File: config.mk
export PLATFORM = sky130hd
export DESIGN_NAME = mips_multicycle_control
export DESIGN_NICKNAME = d
export VERILOG_FILES = /design/src/rtl/mips_pkg.sv /design/src/rtl/mips_ctrl_outdec.sv /design/src/rtl/mips_multicycle_control.sv
export SDC_FILE = /design/constraint.sdc
export NUM_CORES = 1
export LEC_CHECK = 0
export ABC_AREA = 0
export CAP_MARGIN = 40
export CELL_PAD_IN_SITES_DETAIL_PLACEMENT = 0
export CELL_PAD_IN_SITES_GLOBAL_PLACEMENT = 1
export CORE_MARGIN = 2
export CORE_UTILIZATION = 21
export CTS_BUF_LIST = sky130_fd_sc_hd__clkbuf_8
export CTS_CLUSTER_SIZE = 16
export DETAILED_ROUTE_END_ITERATION = 6
export PLACE_DENSITY = 0.8
export SKIP_LAST_GASP = 1
export SLEW_MARGIN = 20
export SYNTH_ARGS = -nofsm -noshare
export SYNTH_HDL_FRONTEND = slang
export SYNTH_SLANG_ARGS = --single-unit
export TNS_END_PERCENT = 5
File: constraint.sdc
create_clock -name clk -period 1.4 [get_ports clk]
set_clock_uncertainty 0.1 [all_clocks]
set_input_delay 0.28 -clock clk [delete_from_list [all_inputs] [get_ports clk]]
set_output_delay 0.28 -clock clk [all_outputs]
set_load 0.01 [all_outputs]
File: src/rtl/mips_pkg.sv
// Shared MIPS definitions: FSM state encodings, opcodes, ALU operation codes
// and the packed control word produced by the multicycle controller.
package mips_pkg;

    typedef enum logic [3:0] {
        S_FETCH   = 4'd0,
        S_DECODE  = 4'd1,
        S_MEMADR  = 4'd2,
        S_MEMRD   = 4'd3,
        S_MEMWB   = 4'd4,
        S_MEMWR   = 4'd5,
        S_RTYPEEX = 4'd6,
        S_RTYPEWB = 4'd7,
        S_BEQEX   = 4'd8,
        S_ADDIEX  = 4'd9,
        S_ADDIWB  = 4'd10,
        S_JEX     = 4'd11
    } state_t;

    localparam logic [5:0] LW    = 6'b100011;
    localparam logic [5:0] SW    = 6'b101011;
    localparam logic [5:0] RTYPE = 6'b000000;
    localparam logic [5:0] BEQ   = 6'b000100;
    localparam logic [5:0] ADDI  = 6'b001000;
    localparam logic [5:0] J     = 6'b000010;

    localparam logic [1:0] ADD   = 2'b00;
    localparam logic [1:0] SUB   = 2'b01;
    localparam logic [1:0] FUNCT = 2'b10;

    localparam logic [1:0] SRCB_REGB  = 2'b00;
    localparam logic [1:0] SRCB_FOUR  = 2'b01;
    localparam logic [1:0] SRCB_IMM   = 2'b10;
    localparam logic [1:0] SRCB_IMMSH = 2'b11;

    localparam logic [1:0] PCSRC_ALU    = 2'b00;
    localparam logic [1:0] PCSRC_ALUOUT = 2'b01;
    localparam logic [1:0] PCSRC_JUMP   = 2'b10;

    // pcwrite and branch stay internal; the top folds them into pcen.
    typedef struct packed {
        logic       irwrite;
        logic       memwrite;
        logic       regwrite;
        logic       iord;
        logic       regdst;
        logic       memtoreg;
        logic       alusrca;
        logic [1:0] alusrcb;
        logic [1:0] aluop;
        logic [1:0] pcsrc;
        logic       pcwrite;
        logic       branch;
    } ctrl_t;

    localparam int CTRL_W = $bits(ctrl_t);

endpackage

File: src/rtl/mips_ctrl_outdec.sv
// Combinational state-to-control-word decoder for the multicycle controller.
// Any state without an entry, including unused encodings, yields all zeros.
module mips_ctrl_outdec #(
    parameter int STATE_W = 4
) (
    input  logic [STATE_W-1:0]          state,
    output logic [mips_pkg::CTRL_W-1:0] ctrl_word
);
    import mips_pkg::*;

    ctrl_t c;

    always_comb begin
        c = '0;
        case (state)
            STATE_W'(S_FETCH): begin
                c.irwrite = 1'b1;
                c.alusrcb = SRCB_FOUR;
                c.aluop   = ADD;
                c.pcsrc   = PCSRC_ALU;
                c.pcwrite = 1'b1;
            end
            STATE_W'(S_DECODE): begin
                c.alusrcb = SRCB_IMMSH;
                c.aluop   = ADD;
            end
            STATE_W'(S_MEMADR), STATE_W'(S_ADDIEX): begin
                c.alusrca = 1'b1;
                c.alusrcb = SRCB_IMM;
                c.aluop   = ADD;
            end
            STATE_W'(S_MEMRD): c.iord = 1'b1;
            STATE_W'(S_MEMWB): begin
                c.memtoreg = 1'b1;
                c.regwrite = 1'b1;
            end
            STATE_W'(S_MEMWR): begin
                c.iord     = 1'b1;
                c.memwrite = 1'b1;
            end
            STATE_W'(S_RTYPEEX): begin
                c.alusrca = 1'b1;
                c.alusrcb = SRCB_REGB;
                c.aluop   = FUNCT;
            end
            STATE_W'(S_RTYPEWB): begin
                c.regdst   = 1'b1;
                c.regwrite = 1'b1;
            end
            STATE_W'(S_BEQEX): begin
                c.alusrca = 1'b1;
                c.alusrcb = SRCB_REGB;
                c.aluop   = SUB;
                c.pcsrc   = PCSRC_ALUOUT;
                c.branch  = 1'b1;
            end
            STATE_W'(S_ADDIWB): c.regwrite = 1'b1;
            STATE_W'(S_JEX): begin
                c.pcsrc   = PCSRC_JUMP;
                c.pcwrite = 1'b1;
            end
            default: c = '0;
        endcase
        ctrl_word = c;
    end

endmodule

File: src/rtl/mips_multicycle_control.sv
// Multicycle MIPS main controller: Moore FSM sequencing lw/sw/R-type/beq/addi/j,
// with pcen the only output that also depends on the ALU zero flag.
module mips_multicycle_control #(
    parameter int STATE_W = 4
) (
    input  logic               clk,
    input  logic               reset,
    input  logic [5:0]         op,
    input  logic               zero,
    output logic               irwrite,
    output logic               memwrite,
    output logic               regwrite,
    output logic               iord,
    output logic               regdst,
    output logic               memtoreg,
    output logic               alusrca,
    output logic [1:0]         alusrcb,
    output logic [1:0]         aluop,
    output logic [1:0]         pcsrc,
    output logic               pcen,
    output logic [STATE_W-1:0] state
);
    import mips_pkg::*;

    logic [STATE_W-1:0]  state_q;
    logic [STATE_W-1:0]  state_d;
    logic [CTRL_W-1:0]   ctrl_word;
    ctrl_t               ctrl;

    always_ff @(posedge clk) begin
        if (reset) state_q <= STATE_W'(S_FETCH);
        else       state_q <= state_d;
    end

    // op is only looked at in DECODE and MEMADR; unknown opcodes and unused
    // encodings fall back to FETCH.
    always_comb begin
        state_d = STATE_W'(S_FETCH);
        case (state_q)
            STATE_W'(S_FETCH): state_d = STATE_W'(S_DECODE);
            STATE_W'(S_DECODE): begin
                case (op)
                    LW, SW:  state_d = STATE_W'(S_MEMADR);
                    RTYPE:   state_d = STATE_W'(S_RTYPEEX);
                    BEQ:     state_d = STATE_W'(S_BEQEX);
                    ADDI:    state_d = STATE_W'(S_ADDIEX);
                    J:       state_d = STATE_W'(S_JEX);
                    default: state_d = STATE_W'(S_FETCH);
                endcase
            end
            STATE_W'(S_MEMADR): begin
                if (op == LW)      state_d = STATE_W'(S_MEMRD);
                else if (op == SW) state_d = STATE_W'(S_MEMWR);
                else               state_d = STATE_W'(S_FETCH);
            end
            STATE_W'(S_MEMRD):   state_d = STATE_W'(S_MEMWB);
            STATE_W'(S_RTYPEEX): state_d = STATE_W'(S_RTYPEWB);
            STATE_W'(S_ADDIEX):  state_d = STATE_W'(S_ADDIWB);
            default:             state_d = STATE_W'(S_FETCH);
        endcase
    end

    mips_ctrl_outdec #(.STATE_W(STATE_W)) u_outdec (
        .state     (state_q),
        .ctrl_word (ctrl_word)
    );

    always_comb begin
        ctrl     = ctrl_t'(ctrl_word);
        irwrite  = ctrl.irwrite;
        memwrite = ctrl.memwrite;
        regwrite = ctrl.regwrite;
        iord     = ctrl.iord;
        regdst   = ctrl.regdst;
        memtoreg = ctrl.memtoreg;
        alusrca  = ctrl.alusrca;
        alusrcb  = ctrl.alusrcb;
        aluop    = ctrl.aluop;
        pcsrc    = ctrl.pcsrc;
        pcen     = ctrl.pcwrite | (ctrl.branch & zero);
        state    = state_q;
    end

endmodule

==> impl_metrics.toml <==
[run_status]
run_status = "complete, but fails checks"
violations = "negative setup slack"

[sta]
whs_ns = 0.480
period_share_pct = 115
rsz0062_at_grt = "true"
timing.final.crit_period_ns = 1.60
fin_ws_ns = -0.204
finalMaxSlewViolations = 0
tightest_slew_ns = 0.274
max_freq_mhz = 623
slew_headroom_pct = 81.6
hold_violations = 0
setup_viol = 19

[power_and_ir_drop]
powerDensity_nw_per_um2 = 559
leakage_nw = 0.458
p_int_mw = 0.383
seq_power_share_pct = 23.7
p_sw_share_pct = 26.3
pwr-share-clk_pct = 47.6
total_power_mw = 0.519
power.switching_mw = 0.137
power_frac_comb_pct = 28.7
ir_drop_mv = 0.440

[place]
gp_congestion = 0.859
dp_hpwl_microns = 1200
numPortBuffers = 26

[route]
firstDrtPassIters = 4
drc_errors = 0
drtIter0Drc = 7
antenna_left = 0
wl_per_cell_microns = 11.5
postRouteWirelength_microns = 1620
via_count = 662
viasPerCell = 4.70

[critical_path]
startpoint_type = "register"
crit_chain = "buf_4 > clkdlybuf4s50_1"
required_ns = 1.02
crit_path_end_kind = "output port"
critical-path-max-stage-delay_ns = 0.52
arrival_ns = 1.22
critical_path.max_fanout = 6
cp_slowest_cell = "clkdlybuf4s50_1"
path_class = "reg2out"

[global_route]
grt_max_degree = 9
grtUsageTotal_pct = 14.2
grt_pass1_wl_microns = 2620
grt_overflow = 0
grt_pass1_vias = 623
antenna_found_initial = 0

[logic_synthesis]
synthesis.area_sq_um = 417
synth_cell_type_count = 23
syn_nets = 73
syn_inst = 64
synth-seq-cells = 4
synth_area_per_cell_sq_um = 6.51
seq_area_frac_synth_pct = 19.2
yosys_warnings = 0

[die]
io_pins = 27
dieHeight_microns = 48.5
core_sq_um = 1920
die-area_sq_um = 2360
rows = 16
die_x_microns = 48.5
initial_core_util_pct = 21.7

[hold_path]
holdCritPathClass = "in2reg"

[clock_tree]
cts_sinks = 4
insertion_delay_ns = 0.22
cts_buffers = 3
cts_max_level = 1
root_buffer = "clkbuf_8"
clkTransAtPathRegs_ns = 0.03
cts_max_path_buffers = 2
cts_tree = "yes"

[finish]
syn_to_final_growth_pct = 123
drive_gt1_share_pct = 40.4
largest_reg_flops = 4
final_core_util_pct = 48.4
diodes = 0
nFillCells = 208
fin_nets = 125

[run]
drv_cap = 0
==> layer usage <==
layer | part of all wire, % | GRT usage [%]
met5 | 0 | 0
met4 | 1.2 | 7.14
met3 | 5.2 | 4.63
met2 | 53 | 27.5
met1 | 41 | 13.2
==> metrics by stage <==
step | cells | setup WS [ns] | cell area (sq um) | setup TNS (ns)
after detailed placement | 137 | -0.673 | 868 | -6.69
after floorplan | 64 | -0.0235 | 417 | -0.0925
final | 141 | -0.204 | 930 | -2.73
after CTS | 141 | -0.242 | 911 | -3.92
after global routing | 141 | -0.251 | 930 | -3.90
after global placement | 137 | -0.643 | 868 | -6.44
==> power groups by stage <==
stage	combinational [mW]	clock, mW	sequential, mW
floorplan	0.0525	0	0.125
global placement	0.151	0	0.125
detailed placement	0.152	0	0.126
CTS	0.145	0.256	0.123
global route	0.159	0.262	0.124
finish	0.149	0.247	0.123
==> synth_stat cells <==
| cell type | number | area [sq um] |
|---|---|---|
| inv_1 | 3 | 11.3 |
| a211oi_1 | 2 | 15.0 |
| xor2_1 | 1 | 8.76 |
| nand2b_1 | 7 | 43.8 |
| buf_6 | 1 | 11.3 |
| o21ai_0 | 1 | 5.00 |
| a31oi_1 | 4 | 25.0 |
| o22ai_1 | 1 | 6.26 |
| nand2_1 | 4 | 15.0 |
| nand3_1 | 2 | 10.0 |
| o211ai_1 | 1 | 7.51 |
| nor3_1 | 6 | 30.0 |
| nor4_2 | 1 | 12.5 |
| nor4_1 | 2 | 12.5 |
| a21oi_1 | 7 | 35.0 |
| clkbuf_1 | 3 | 11.3 |
| or4b_1 | 1 | 10.0 |
| o21bai_1 | 1 | 7.51 |
| nor2_1 | 9 | 33.8 |
| nand4b_1 | 1 | 8.76 |
| dfxtp_1 | 4 | 80.1 |
| o31a_1 | 1 | 8.76 |
| o31ai_1 | 1 | 7.51 |
==> path summary, 6_finish.rpt <==
check / from / to / slack (ns) / cells past startpoint
worst max-delay path: state[2]$_SDFF_PP0_ / state[2] / -0.20 / 2
worst min-delay path: op[1] / state[2]$_SDFF_PP0_ / 0.48 / 5
worst max register to register: state[3]$_SDFF_PP0_ / state[3]$_SDFF_PP0_ / -0.11 / 6
worst min register to register: state[2]$_SDFF_PP0_ / state[0]$_SDFF_PP0_ / 0.56 / 3
==> timing repair <==
action,in CTS,in global routing
pin swaps,2,3
buffers inserted,1,0
gates resized for setup,30,22
hold buffers,0,0
setup endpoints to repair,22,22
hold endpoints to repair,0,0
==> cells in the final DEF (no fill, tap or decap), types with 4 or more instances in the layout <==
cell type        count
buf_4               25
dlygate4sd2_1       11
nor2_1               7
a21oi_1              7
nor3_1               6
clkbuf_2             5
nand2_1              4
a31oi_1              4
dlymetal6s2s_1       4
clkdlybuf4s50_1      4
==> kinds of logic after synthesis <==
| kind of cell | count (synthesis) | synth area share, % |
|---|---|---|
| AND/OR/NAND/NOR | 33 | 42.3 |
| AO/OA/AOI/OAI | 19 | 28.2 |
| buffers and inverters | 7 | 8.11 |
| flip-flops | 4 | 19.2 |
| XOR/XNOR | 1 | 2.10 |
==> worst max-delay path: cells and delay by family, from the launching register on <==
family,cells,cell delay (ns)
buffers and inverters,2,0.64
flip-flops,1,0.36
==> cell type report <==
class                      instances  area (sq um)  share of cell area [%]
timing repair buffer              51           414                    44.5
multi-input combinational         53           337                    36.2
clock buffer                       3          41.3                    4.44
tap                               27          33.8                    3.63
sequential                         4          92.6                    9.96
inverter                           3          11.3                    1.21
Note: power is estimated with default switching activity, not from simulation.
